`config.mk`:
```
export PLATFORM = sky130hd
export DESIGN_NAME = tl_bank_buffer
export DESIGN_NICKNAME = d
export VERILOG_FILES = /design/src/rtl/tl_bank_buffer.sv
export SDC_FILE = /design/constraint.sdc
export NUM_CORES = 1
export LEC_CHECK = 0
export BUFFER_PORTS_ARGS = -buffer_cell sky130_fd_sc_hd__buf_2
export CORE_MARGIN = 2
export CORE_UTILIZATION = 53
export CTS_CLUSTER_SIZE = 25
export DETAILED_ROUTE_END_ITERATION = 12
export HOLD_SLACK_MARGIN = 0.02
export PLACE_DENSITY = 0.79
export SETUP_SLACK_MARGIN = 0.02
export SLEW_MARGIN = 20
export SYNTH_ARGS = -nofsm -noshare
export SYNTH_HDL_FRONTEND = slang
export SYNTH_SLANG_ARGS = --single-unit
```
`constraint.sdc`:
```
create_clock -name clock -period 8.5 [get_ports clock]
set_input_delay 0.425 -clock clock [delete_from_list [all_inputs] [get_ports clock]]
set_output_delay 0.425 -clock clock [all_outputs]
set_load 0.05 [all_outputs]
```
`src/rtl/tl_bank_buffer.sv`:
```
// tl_bank_buffer: registered TileLink-UL stage between the bank binder and a
// memory bank. Independent A and D FIFOs decouple timing; an inflight counter
// caps request messages issued downstream that have not yet been answered.
//
// Handshake rule used on every channel: a beat transfers on a rising clock
// edge where valid && ready are both high. valid never depends on ready,
// valid/bits stay stable until the transfer, and ready depends only on
// registered state, so no combinational path runs from input to output.

// Circular FIFO with a count register, no bypass and no flow-through.
module tl_bank_fifo #(
  parameter int DEPTH = 2,
  parameter int W     = 8
) (
  input  logic         clock,
  input  logic         reset,
  input  logic         in_valid_i,
  output logic         in_ready_o,
  input  logic [W-1:0] in_data_i,
  output logic         out_valid_o,
  input  logic         out_ready_i,
  output logic [W-1:0] out_data_o
);
  localparam int PW = (DEPTH > 1) ? $clog2(DEPTH) : 1;
  localparam int CW = $clog2(DEPTH + 1);

  logic [W-1:0]  mem_q [DEPTH];
  logic [PW-1:0] wr_q, wr_d, rd_q, rd_d;
  logic [CW-1:0] cnt_q, cnt_d;
  logic          enq, deq;

  // A full FIFO refuses enqueue even when it dequeues in the same cycle.
  assign in_ready_o  = (cnt_q != CW'(DEPTH));
  assign out_valid_o = (cnt_q != '0);
  assign out_data_o  = mem_q[rd_q];
  assign enq         = in_valid_i && in_ready_o;
  assign deq         = out_valid_o && out_ready_i;

  // Pointer and count next state; DEPTH is a power of two so pointers wrap.
  always_comb begin
    wr_d  = wr_q;
    rd_d  = rd_q;
    cnt_d = cnt_q;
    if (enq) wr_d = wr_q + 1'b1;
    if (deq) rd_d = rd_q + 1'b1;
    case ({enq, deq})
      2'b10:   cnt_d = cnt_q + 1'b1;
      2'b01:   cnt_d = cnt_q - 1'b1;
      default: cnt_d = cnt_q;
    endcase
  end

  // Storage holds payload only, so it needs no reset.
  always_ff @(posedge clock) begin
    if (enq) mem_q[wr_q] <= in_data_i;
  end

  // Pointer and count registers.
  always_ff @(posedge clock or negedge reset) begin
    if (!reset) begin
      wr_q  <= '0;
      rd_q  <= '0;
      cnt_q <= '0;
    end else begin
      wr_q  <= wr_d;
      rd_q  <= rd_d;
      cnt_q <= cnt_d;
    end
  end
endmodule

// Tracks beats left in the current message; zero means the next fire is a first beat.
module tl_beat_track (
  input  logic       clock,
  input  logic       reset,
  input  logic       fire_i,
  input  logic [4:0] beats_i,
  output logic       last_o,
  output logic       mid_o
);
  logic [4:0] rem_q, rem_d;

  assign mid_o  = (rem_q != '0);
  assign last_o = mid_o ? (rem_q == 5'd1) : (beats_i == 5'd1);

  // Load on the first beat, count down on the rest; a 1-beat message stays idle.
  always_comb begin
    rem_d = rem_q;
    if (fire_i) rem_d = mid_o ? (rem_q - 5'd1) : (beats_i - 5'd1);
  end

  // Remaining-beat register.
  always_ff @(posedge clock or negedge reset) begin
    if (!reset) rem_q <= '0;
    else        rem_q <= rem_d;
  end
endmodule

module tl_bank_buffer #(
  parameter int A_DEPTH      = 2,
  parameter int D_DEPTH      = 2,
  parameter int MAX_INFLIGHT = 4
) (
  input  logic        clock,
  input  logic        reset,
  output logic        auto_in_a_ready,
  input  logic        auto_in_a_valid,
  input  logic [2:0]  auto_in_a_bits_opcode,
  input  logic [2:0]  auto_in_a_bits_param,
  input  logic [2:0]  auto_in_a_bits_size,
  input  logic [3:0]  auto_in_a_bits_source,
  input  logic [31:0] auto_in_a_bits_address,
  input  logic [7:0]  auto_in_a_bits_mask,
  input  logic [63:0] auto_in_a_bits_data,
  input  logic        auto_in_a_bits_corrupt,
  output logic        auto_out_a_valid,
  input  logic        auto_out_a_ready,
  output logic [2:0]  auto_out_a_bits_opcode,
  output logic [2:0]  auto_out_a_bits_param,
  output logic [2:0]  auto_out_a_bits_size,
  output logic [3:0]  auto_out_a_bits_source,
  output logic [31:0] auto_out_a_bits_address,
  output logic [7:0]  auto_out_a_bits_mask,
  output logic [63:0] auto_out_a_bits_data,
  output logic        auto_out_a_bits_corrupt,
  output logic        auto_out_d_ready,
  input  logic        auto_out_d_valid,
  input  logic [2:0]  auto_out_d_bits_opcode,
  input  logic [2:0]  auto_out_d_bits_size,
  input  logic [3:0]  auto_out_d_bits_source,
  input  logic        auto_out_d_bits_denied,
  input  logic        auto_out_d_bits_corrupt,
  input  logic [63:0] auto_out_d_bits_data,
  output logic        auto_in_d_valid,
  input  logic        auto_in_d_ready,
  output logic [2:0]  auto_in_d_bits_opcode,
  output logic [2:0]  auto_in_d_bits_size,
  output logic [3:0]  auto_in_d_bits_source,
  output logic        auto_in_d_bits_denied,
  output logic        auto_in_d_bits_corrupt,
  output logic [63:0] auto_in_d_bits_data
);
  logic [117:0] a_enq_data, a_head;
  logic [75:0]  d_enq_data, d_head;
  logic         a_fifo_valid, a_gate, a_fire, a_mid, a_last;
  logic         d_fire, d_mid, d_last;
  logic [4:0]   a_beats, d_beats;
  logic [3:0]   inflight_q, inflight_d;

  // Beats in a message: data-carrying sizes above 8 bytes span several 64-bit beats.
  function automatic logic [4:0] beats_of(input logic [2:0] size, input logic has_data);
    if (has_data && (size > 3'd3)) return 5'd1 << (size - 3'd3);
    return 5'd1;
  endfunction

  assign a_enq_data = {auto_in_a_bits_opcode, auto_in_a_bits_param, auto_in_a_bits_size,
                       auto_in_a_bits_source, auto_in_a_bits_address, auto_in_a_bits_mask,
                       auto_in_a_bits_data, auto_in_a_bits_corrupt};
  assign {auto_out_a_bits_opcode, auto_out_a_bits_param, auto_out_a_bits_size,
          auto_out_a_bits_source, auto_out_a_bits_address, auto_out_a_bits_mask,
          auto_out_a_bits_data, auto_out_a_bits_corrupt} = a_head;

  assign d_enq_data = {auto_out_d_bits_opcode, auto_out_d_bits_size, auto_out_d_bits_source,
                       auto_out_d_bits_denied, auto_out_d_bits_corrupt, auto_out_d_bits_data};
  assign {auto_in_d_bits_opcode, auto_in_d_bits_size, auto_in_d_bits_source,
          auto_in_d_bits_denied, auto_in_d_bits_corrupt, auto_in_d_bits_data} = d_head;

  // A new message may start only below the cap; a started burst always finishes.
  assign a_gate           = a_mid || (inflight_q < 4'(MAX_INFLIGHT));
  assign auto_out_a_valid = a_fifo_valid && a_gate;
  assign a_fire           = auto_out_a_valid && auto_out_a_ready;
  assign a_beats          = beats_of(auto_out_a_bits_size, !auto_out_a_bits_opcode[2]);

  assign d_fire  = auto_in_d_valid && auto_in_d_ready;
  assign d_beats = beats_of(auto_in_d_bits_size, auto_in_d_bits_opcode == 3'd1);

  tl_bank_fifo #(.DEPTH(A_DEPTH), .W(118)) u_a_fifo (
    .clock       (clock),
    .reset       (reset),
    .in_valid_i  (auto_in_a_valid),
    .in_ready_o  (auto_in_a_ready),
    .in_data_i   (a_enq_data),
    .out_valid_o (a_fifo_valid),
    .out_ready_i (auto_out_a_ready && a_gate),
    .out_data_o  (a_head)
  );

  tl_bank_fifo #(.DEPTH(D_DEPTH), .W(76)) u_d_fifo (
    .clock       (clock),
    .reset       (reset),
    .in_valid_i  (auto_out_d_valid),
    .in_ready_o  (auto_out_d_ready),
    .in_data_i   (d_enq_data),
    .out_valid_o (auto_in_d_valid),
    .out_ready_i (auto_in_d_ready),
    .out_data_o  (d_head)
  );

  tl_beat_track u_a_beats (
    .clock   (clock),
    .reset   (reset),
    .fire_i  (a_fire),
    .beats_i (a_beats),
    .last_o  (a_last),
    .mid_o   (a_mid)
  );

  tl_beat_track u_d_beats (
    .clock   (clock),
    .reset   (reset),
    .fire_i  (d_fire),
    .beats_i (d_beats),
    .last_o  (d_last),
    .mid_o   (d_mid)
  );

  // Inflight: +1 per completed request message, -1 per completed response, floor at 0.
  always_comb begin
    inflight_d = inflight_q;
    case ({a_fire && a_last, d_fire && d_last})
      2'b10:   inflight_d = inflight_q + 4'd1;
      2'b01:   inflight_d = (inflight_q != 4'd0) ? (inflight_q - 4'd1) : 4'd0;
      default: inflight_d = inflight_q;
    endcase
  end

  // Inflight register.
  always_ff @(posedge clock or negedge reset) begin
    if (!reset) inflight_q <= '0;
    else        inflight_q <= inflight_d;
  end

  logic unused_d_mid;
  assign unused_d_mid = d_mid;
endmodule

```
Word-level counts from Yosys, hierarchy flattened:

Memories as Yosys holds them, arrays and structs flattened.
Index checks and enable logic that the tools add are counted.

* bits in registers: 22
* RAM bits: 388
* input port bits: 200
* output and inout bits: 198
* logic and storage cells: 84
* memories kept: 2

* add/subtract/negate cells: 16
* $lt $le $gt $ge: 3
* equality and inequality tests: 13
* shift-type cells: 2
* muxes and demuxes: 18
* reduce and logical (&&, ||, !) cells: 21

Memory list
* u_a_fifo.mem_q: depth 2, bits a word 118, rd ports 1, clocked after memory_dff 0, wr ports 1, line 27 `logic [W-1:0] mem_q [DEPTH];`
* u_d_fifo.mem_q: depth 2, bits a word 76, rd ports 1, clocked after memory_dff 0, wr ports 1, line 27

Operator list (count)
* $mux W5: 6
* $eq A5 B1 Y1 const B: 4
* $sub A5 B1 Y5 const B: 4
* $logic_and A1 B1 Y1: 11
* $reduce_bool A2 Y1: 5
* $reduce_bool A5 Y1: 2
* $shl A1 B3 Y5 const A: 2
* $mux W1: 8
* $pmux W2 S2: 2
* $pmux W4 S2: 1
* $eq A2 B1 Y1 const B: 3
* $eq A2 B2 Y1 const B: 3
* $gt A3 B2 Y1 const B: 2
* $sub A3 B2 Y3 const B: 2
* $add A1 B1 Y1 const B: 4
* $add A2 B1 Y2 const B: 2
* $add A4 B1 Y4 const B: 1
* $lt A4 B3 Y1 const B: 1
* $mux W4: 1
* $ne A2 B2 Y1 const B: 2
* $reduce_bool A4 Y1: 1
* $sub A2 B1 Y2 const B: 2
* $sub A4 B1 Y4 const B: 1
* $eq A3 B1 Y1 const B: 1
* other kinds (2): 2

Logic depth before layout (Yosys ltp):

Gate-level depths: netlist of the first run.
An unclocked memory read counts as a cell.

* depth in word-level cells: 10
* gate-level depth with buffers: 13
* gate-level depth less buffers: 12

Modules after synthesis:

A second synthesis of the first run with hierarchy kept.

* cell total of the unflattened synthesis: 797
* area total of the unflattened synthesis: 16390.7 µm²

Modules (own cells, without submodules)
* tl_bank_fifo (u_a_fifo): instances 1, cells an instance 384, area each 9228.9 µm², seq. area each 7186.9 µm²
* tl_bank_fifo (u_d_fifo): instances 1, cells an instance 254, area each 5815.6 µm², seq. area each 4664.5 µm²
* tl_beat_track: instances 2, cells an instance 49, area each 431.7 µm², seq. area each 125.1 µm²
* tl_bank_buffer: instances 1, cells an instance 61, area each 483.0 µm², seq. area each 100.1 µm²

Worst setup path after synthesis of the first run:

OpenSTA, ideal clock, no wires.

* kind: reg2reg
* start point: reg u_a_fifo.cnt_q[0]
* end point: mem u_a_fifo.mem_q[0][0] (enable)
* setup time: 0.597 ns
* arrival time: 6.012 ns
* required time: 7.903 ns
* slack: 1.891 ns
* cell stages (with the launch flop): 4
* period minus slack after synthesis: 6.609 ns
* path through: dfrtp_1 > nand2b_1 > nand2_1 > nor2_1

* longest elaborated chain between the ends: 4

Ends and longest elaborated chain
* start: declaration: line 29 `logic [CW-1:0] cnt_q, cnt_d;`
* start signal: assignment: line 67 `cnt_q <= cnt_d;`
* $ne A2 B2 Y1: line 33 `assign in_ready_o = (cnt_q != CW'(DEPTH));`
* via auto_in_a_ready: line 106 `output logic auto_in_a_ready,`
* $logic_and A1 B1 Y1: line 36 `assign enq = in_valid_i && in_ready_o;`
* $mux W1: line 55 `if (enq) mem_q[wr_q] <= in_data_i;`
* $mux W1 (not written as such): line 55
* end: declaration: line 27

The timed path passes the listed nets, and every way through them passes these cells.

Worst setup path in the final report of the first run:

* start point: reg u_a_fifo.rd_q
* end point: out auto_out_a_bits_source[0]

* longest elaborated chain between the ends: 1

Ends and longest elaborated chain
* start: declaration: line 28 `logic [PW-1:0] wr_q, wr_d, rd_q, rd_d;`
* start signal: assignment: line 66 `rd_q <= rd_d;`
* $mem_v2 Z2 W118
* end: declaration: line 121 `output logic [3:0] auto_out_a_bits_source,`

No other way between the ends.

==> metrics.cfg, run 1 <==
[cts]
clkSlewWorstSetupHoldPaths_ns=0.06
clockBufferDepth=3
cts_tree=done
clk_latency_ns=0.52
cts_buffers=41
postCtsSetupBuffers=0
numClockSinks=410
clock_tree.root_cell=clkbuf_16
h-tree-depth=2

[critical_path]
setup.worst_path.class=reg -> out
required_ns=8.08
cp-endpoint=auto_out_a_bits_source[0]
r2r_setup_slack_ns=5.28
r2r-start=u_d_fifo.rd_q$_DFFE_PN0P_
startpoint=u_a_fifo.rd_q$_DFFE_PN0P_
arrival_ns=3.02
critPathMaxFanout=74
cp-end-kind=output port
cp-start-kind=flip-flop
worstReg2RegEnd=inflight_q[1]$_DFFE_PN0P_
worstRegToRegCells=13

[final_layout]
utilization_pct=67.01
final_common_cell=buf_2
layout_common_cells=buf_2, edfxtp_1, mux2_2
final_cells=1628
drive_gt1_share_pct=53.60
num-fill-cells=1925
final_nets=1418
syn_to_final_growth_pct=24.18

[grt]
grt_max_degree=84
grt_pass1_wl_mm=48.82
gr-usage-met1_pct=23.10
grt_busiest_layer=met2
grt.met3_usage_pct=6.005
use_met2_pct=36.89
antenna_found_initial=10
grt-ovfl-total=0
groute.usage.overall_pct=20.77
first_global_vias=8899

[detailed_routing]
vias=8545
wire_per_inst_microns=20.07
drtAntennaViolNets=0
drtIter0Drc=550
wirelength_mm=32.68
vias_per_cell=5.249
drc=0
first_pass_iters=5

[sta]
finalSetupViolCount=0
fmax_mhz=290.7
hold_viol_final=0
worst_slew_pin_slew_ns=1.055
rsz0062_at_grt=false
slew_headroom_pct=29.70
worst_clock_skew_ns=0.01061
period_needed_ns=3.440
final.setup.tns_ns=0
setup_ws_ns=5.060
slew_violations=0
finalCritPeriodShare_pct=40.47

[floorplanning]
core_sq_um=28780
die_w_microns=175.2
die_area_sq_um=30690
io-pin-count=398
die_h_microns=175.2
initial_utilization_pct=53.96
core.rowCount=62

[pwr]
p_leak_uw=0.007238
p_int_uw=4689
p_per_area_nw_per_um2=416.6
p_comb_share_pct=41.6
seq_power_share_pct=37.1
swShare_pct=41.65
ir_drop_mv=0.3212
p_sw_uw=3346
p_clk_share_pct=21.3

[synthesis]
synthCells=781
ys.flop_type=edfxtp_1
ys_seq_elements=410
ys_async_sr_fraction_pct=5.366
synth-edff-count=388
netlist_area_sq_um=15530
syn_area_per_cell_sq_um=19.89
seq_area_frac_synth_pct=78.56
yosysWarnings=0
yosysUniqueCellTypes=51
syn_nets=995

[placed_design]
dp_hpwl_mm=21.73
gp_congestion=0.7797
dp_cells=1544
portBuffers=397
post-place-ws_ns=5.232

[hold_path]
hold_path_class=in -> reg
hold_start=auto_in_a_bits_data[32]

[outcome]
status=completed

[job]
drv_cap=0

registers in the layout, summed over array words and instances, names as in the netlist:
name	cells
u_d_fifo.rd_q	1
u_d_beats.rem_q	5
u_d_fifo.wr_q	1
u_a_fifo.cnt_q	2
inflight_q	4
u_a_fifo.rd_q	1
u_a_beats.rem_q	5
u_d_fifo.mem_q	152
u_a_fifo.wr_q	1
u_a_fifo.mem_q	236
u_d_fifo.cnt_q	2
kinds of logic (layout without fill, tap and decap cells):
| family | count (synthesis) | after routing | share of synthesized area [%] |
|---|---|---|---|
| AO/OA/AOI/OAI | 44 | 44 | 2.159 |
| XOR/XNOR | 12 | 12 | 0.6768 |
| adder cells (fa/ha/maj) | 14 | 14 | 1.128 |
| buffers and inverters | 40 | 494 | 1.055 |
| flip-flops | 410 | 410 | 78.56 |
| multiplexers | 195 | 195 | 14.11 |
| other | 0 | 9 | 0 |
| AND/OR/NAND/NOR | 66 | 66 | 2.304 |
what timing repair did:
action | in CTS | in global routing
resized for setup | 0 | 0
hold buffers | 1 | 0
hold endpoints to repair | 22 | 0
power by group through the flow:
stage	logic [uW]	registers [uW]	clock network, uW
2_1_floorplan	2660	2970	0
5_1_grt	3500	3030	1820
6_report	3340	2980	1710
3_5_place_dp	3350	3020	0
4_1_cts	3370	2980	1740
3_3_place_gp	3330	2980	0
final cells by class:
type                            instances  area [sq um]  area share, %
Antenna cell                            9         22.52         0.1168
Sequential cell                       410         12210          63.31
Inverter                               15         56.30         0.2919
Timing Repair Buffer                  405          2049          10.63
Clock inverter                         20         181.4         0.9407
Tap cell                              384         480.5          2.491
Multi-Input combinational cell        331          3191          16.54
Clock buffer                           54          1096          5.683
how the worst min path moves through the flow:
| stage | to | slack, ns | depth (start not counted) |
|---|---|---|---|
| 2_1_floorplan | inflight_q[0]$_DFFE_PN0P_ | 0.13 | 0 |
| 3_3_place_gp | u_d_fifo.cnt_q[1]$_DFFE_PN0P_ | 0.43 | 1 |
| 3_5_place_dp | u_d_fifo.cnt_q[0]$_DFFE_PN0P_ | 0.43 | 1 |
| 4_1_cts | u_a_fifo.mem_q[1][30]$_DFFE_PP_ | 0.07 | 1 |
| 5_1_grt | u_a_fifo.mem_q[1][87]$_DFFE_PP_ | 0.06 | 1 |
| 6_report | u_a_fifo.mem_q[1][33]$_DFFE_PP_ | 0.09 | 1 |
per-stage QoR:
step	hold slack (ns)	instance area (sq um)	power, uW
final	0.08786	19290	8035
after floorplan	0.1294	15530	5633
after detailed placement	0.4276	17980	6368
after global placement	0.4256	17980	6313
after CTS	0.06642	19260	8094
after global routing	0.05972	19280	8347
cells in the mapped netlist (all sizes together) (2+ instances only):
cell type | instances | share of area (%)
edfxtp | 388 | 75
nand2b | 6 | 0.24
nor2 | 17 | 0.41
o21ai | 7 | 0.30
nand3b | 2 | 0.097
dfrtp | 22 | 3.5
buf | 6 | 0.23
xnor2 | 9 | 0.51
or4b | 2 | 0.13
nand3 | 9 | 0.29
xor2 | 3 | 0.17
a221oi | 2 | 0.11
mux2 | 192 | 14
mux2i | 3 | 0.19
a21o | 2 | 0.097
a31oi | 3 | 0.12
clkbuf | 19 | 0.46
o211ai | 5 | 0.24
o31ai | 3 | 0.14
nor4b | 3 | 0.17
a211oi | 4 | 0.19
o22a | 2 | 0.11
or3 | 3 | 0.12
nand2 | 12 | 0.29
and3 | 2 | 0.081
inv | 14 | 0.34
nor3 | 2 | 0.064
ha | 14 | 1.1
a21oi | 6 | 0.19
worst max-delay path, stage by stage, from the launching register on:
cell     delay (ns)
dfrtp_4        0.86
buf_4          0.84
mux2_2         0.46
buf_2          0.22
per-layer routing:
metal / wire length [microns] / vias to the layer above
li1: - / 3941
met1: 11330 / 4197
met2: 17280 / 315
met3: 2556 / 90
met4: 1493 / 2
met5: 15 / -
Power figures use the tool's default switching activity.
==> inputs of run 2 (changes only) <==
==> constraint.sdc (replaced) <==
create_clock -name clock -period 3.43 [get_ports clock]
set_input_delay 0.1715 -clock clock [delete_from_list [all_inputs] [get_ports clock]]
set_output_delay 0.1715 -clock clock [all_outputs]
set_load 0.05 [all_outputs]
==> run 2 against run 1 <==
Against the previous run:
- total power rose to 2.6 times the previous value
- global-route usage rose by 4.6 points
- count of clock-buffer cells in the layout fell by 4
- setup slack got worse by 4.5 ns
- largest cell class unchanged
- worst hold slack got worse by 0.050 ns
- critical path depth rose by 7
- critical endpoint is now inflight_q[3]$_DFFE_PN0P_
- largest power group unchanged
- wire length rose by 22%
==> metrics.cfg, run 2 (synthesis results as in run 1) <==
[outcome]
status=completed  ; unchanged

[final_layout]
final_cells=1821  ; was 1,628
drive_gt1_share_pct=47.04  ; was 53.60%
largest_registers=u_a_fifo.mem_q (236), u_d_fifo.mem_q (152)  ; unchanged
syn_to_final_growth_pct=37.87  ; was 24.18%
design_area_sq_um=21410  ; was 19,290 sq um
num-fill-cells=1550  ; was 1,925
layout_common_cells=buf_2, edfxtp_1, dlygate4sd3_1  ; was buf_2, edfxtp_1, mux2_2
final_nets=1619  ; was 1,418
final_common_cell=buf_2  ; unchanged
largest_register_ffs=236  ; unchanged
top_register=u_a_fifo.mem_q  ; unchanged

[sta]
worst_slew_pin_slew_ns=1.038  ; was 1.055 ns
fin_hold_ws_ns=0.03810  ; was 0.08786 ns
rsz0062_at_grt=false  ; unchanged
slew_headroom_pct=30.80  ; was 29.70%
slew_violations=0  ; unchanged
final.setup.tns_ns=0  ; unchanged
worst_clock_skew_ns=0.01727  ; was 0.01061 ns
hold_viol_final=0  ; unchanged
period_needed_ns=2.907
fmax_mhz=344.0
finalCritPeriodShare_pct=84.76
finalSetupViolCount=0  ; unchanged

[grt]
grt_pass1_wl_mm=59.32  ; was 48.82 mm
antenna_found_initial=3  ; was 10
groute.usage.overall_pct=25.36  ; was 20.77%
grt-ovfl-total=0  ; unchanged
first_global_vias=10530  ; was 8,899
grt_max_degree=79  ; was 84

[floorplanning]
die_area_sq_um=30690  ; unchanged
die_w_microns=175.2  ; unchanged
initial_utilization_pct=53.96  ; unchanged
die_h_microns=175.2  ; unchanged
core.rowCount=62  ; unchanged
io-pin-count=398  ; unchanged
core_sq_um=28780  ; unchanged

[cts]
postCtsSetupBuffers=0  ; unchanged
cts-resized-gates=0  ; unchanged
clock_tree.root_cell=clkbuf_16  ; unchanged
h-tree-depth=2  ; unchanged
clk_latency_ns=0.53  ; was 0.52 ns
numClockSinks=410  ; unchanged
hold_buffers=195  ; was 1
cts_tree=done  ; unchanged
clkSlewWorstSetupHoldPaths_ns=0.07  ; was 0.06 ns
cts_buffers=40  ; was 41
clockBufferDepth=3  ; unchanged

[detailed_routing]
drtAntennaViolNets=0  ; unchanged
wirelength_mm=39.91  ; was 32.68 mm
wire_per_inst_microns=21.91  ; was 20.07 microns
vias=9645  ; was 8,545
vias_per_cell=5.297  ; was 5.249
drtIter0Drc=653  ; was 550
first_pass_iters=6  ; was 5
drc=0  ; unchanged

[critical_path]
cp-end-kind=flip-flop  ; was output port
cp-start-kind=flip-flop  ; unchanged
setup.worst_path.class=reg -> reg  ; was reg -> out
critical-path-slowest-cell=or4b_2  ; was dfrtp_4
slowest_delay_ns=0.70  ; was 0.86 ns
critPathMaxFanout=8  ; was 74
required_ns=3.83  ; was 8.08 ns
cp_cell_sequence=inv_1, ha_1, or4b_2, o21ai_4, inv_2, nand3_1, ha_1, nand3_1, a21o_1, a22o_1  ; was buf_4, mux2_2, buf_2
arrival_ns=3.31  ; was 3.02 ns

[pwr]
p_comb_share_pct=42.6  ; was 41.6%
p_clk_share_pct=21.9  ; was 21.3%
ir_drop_mv=0.6765  ; was 0.3212 mV
p_per_area_nw_per_um2=968.4  ; was 416.6 nW/um^2
swShare_pct=41.75  ; was 41.65%
p_sw_uw=8657  ; was 3346 uW
fin_total_pwr_uw=20740  ; was 8035 uW
p_leak_uw=0.008154  ; was 0.007238 uW
seq_power_share_pct=35.5  ; was 37.1%
p_int_uw=12080  ; was 4689 uW

[placed_design]
dp_hpwl_mm=22.80  ; was 21.73 mm
portBuffers=397  ; unchanged
dp_cells=1552  ; was 1,544
postPlaceCellArea_sq_um=18100  ; was 17,980 sq um
gp_congestion=0.8043  ; was 0.7797

[hold_path]
hold_path_class=in -> reg  ; unchanged

[job]
drv_cap=0  ; unchanged

==> run 2: final cells by class <==
| type | count | area (sq um) | share of cell area, % |
|---|---|---|---|
| Tap cell | 384 | 480.5 | 2.244 |
| Clock inverter | 22 | 266.5 | 1.245 |
| Antenna cell | 2 | 5.005 | 0.02337 |
| Inverter | 15 | 56.30 | 0.2629 |
| Clock buffer | 50 | 1091 | 5.095 |
| Multi-Input combinational cell | 331 | 3191 | 14.90 |
| Sequential cell | 410 | 12210 | 57.02 |
| Timing Repair Buffer | 607 | 4114 | 19.21 |
==> run 2: metal layers <==
layer  wire (microns)  up-vias  track usage (%)
li1                 -     4329                -
met1            13830     4815            27.52
met2            21800      408            47.23
met3             2729       91            6.332
met4             1528        2            10.03
met5               13        -                0
==> run 2: power by group through the flow <==
stage | sequential, uW | clock [uW] | combinational, uW
final | 7360 | 4550 | 8830
after global routing | 7440 | 4780 | 9190
after CTS | 7300 | 4540 | 8750
after detailed placement | 7390 | 0 | 8520
after global placement | 7300 | 0 | 8460
after floorplan | 7260 | 0 | 6610
==> run 2: path summary, 6_finish.rpt <==
| check | from | to | slack (ns) | depth (start not counted) |
|---|---|---|---|---|
| worst max-delay path | u_a_beats.rem_q[0]$_DFFE_PN0P_ | inflight_q[3]$_DFFE_PN0P_ | 0.52 | 10 |
| worst min-delay path | auto_in_a_valid | u_a_fifo.wr_q$_DFFE_PN0P_ | 0.04 | 3 |
| worst max register to register | u_a_beats.rem_q[0]$_DFFE_PN0P_ | inflight_q[3]$_DFFE_PN0P_ | 0.52 | 10 |
| worst min register to register | u_d_fifo.cnt_q[1]$_DFFE_PN0P_ | u_d_fifo.cnt_q[1]$_DFFE_PN0P_ | 0.51 | 1 |
| max in group asynchronous | reset | u_d_fifo.rd_q$_DFFE_PN0P_ | 2.85 | 2 |
| min in group asynchronous | reset | u_a_beats.rem_q[3]$_DFFE_PN0P_ | 0.16 | 2 |
==> run 2: per-stage QoR <==
step                      worst slack (ns)  util [%]
final                               0.5227     74.40
after global routing                0.3870     74.40
after CTS                           0.5692     74.38
after detailed placement            0.5771     62.89
after global placement              0.7014     62.89
after floorplan                     0.1138         -
==> run 2: worst max-delay path, delay by kind of cell, from the launching register on <==
kind	cells	cell delay, ns
compound gates	3	0.64
fa+ha+maj	2	0.53
buf+inv	2	0.24
flops	1	0.40
simple gates	3	0.98
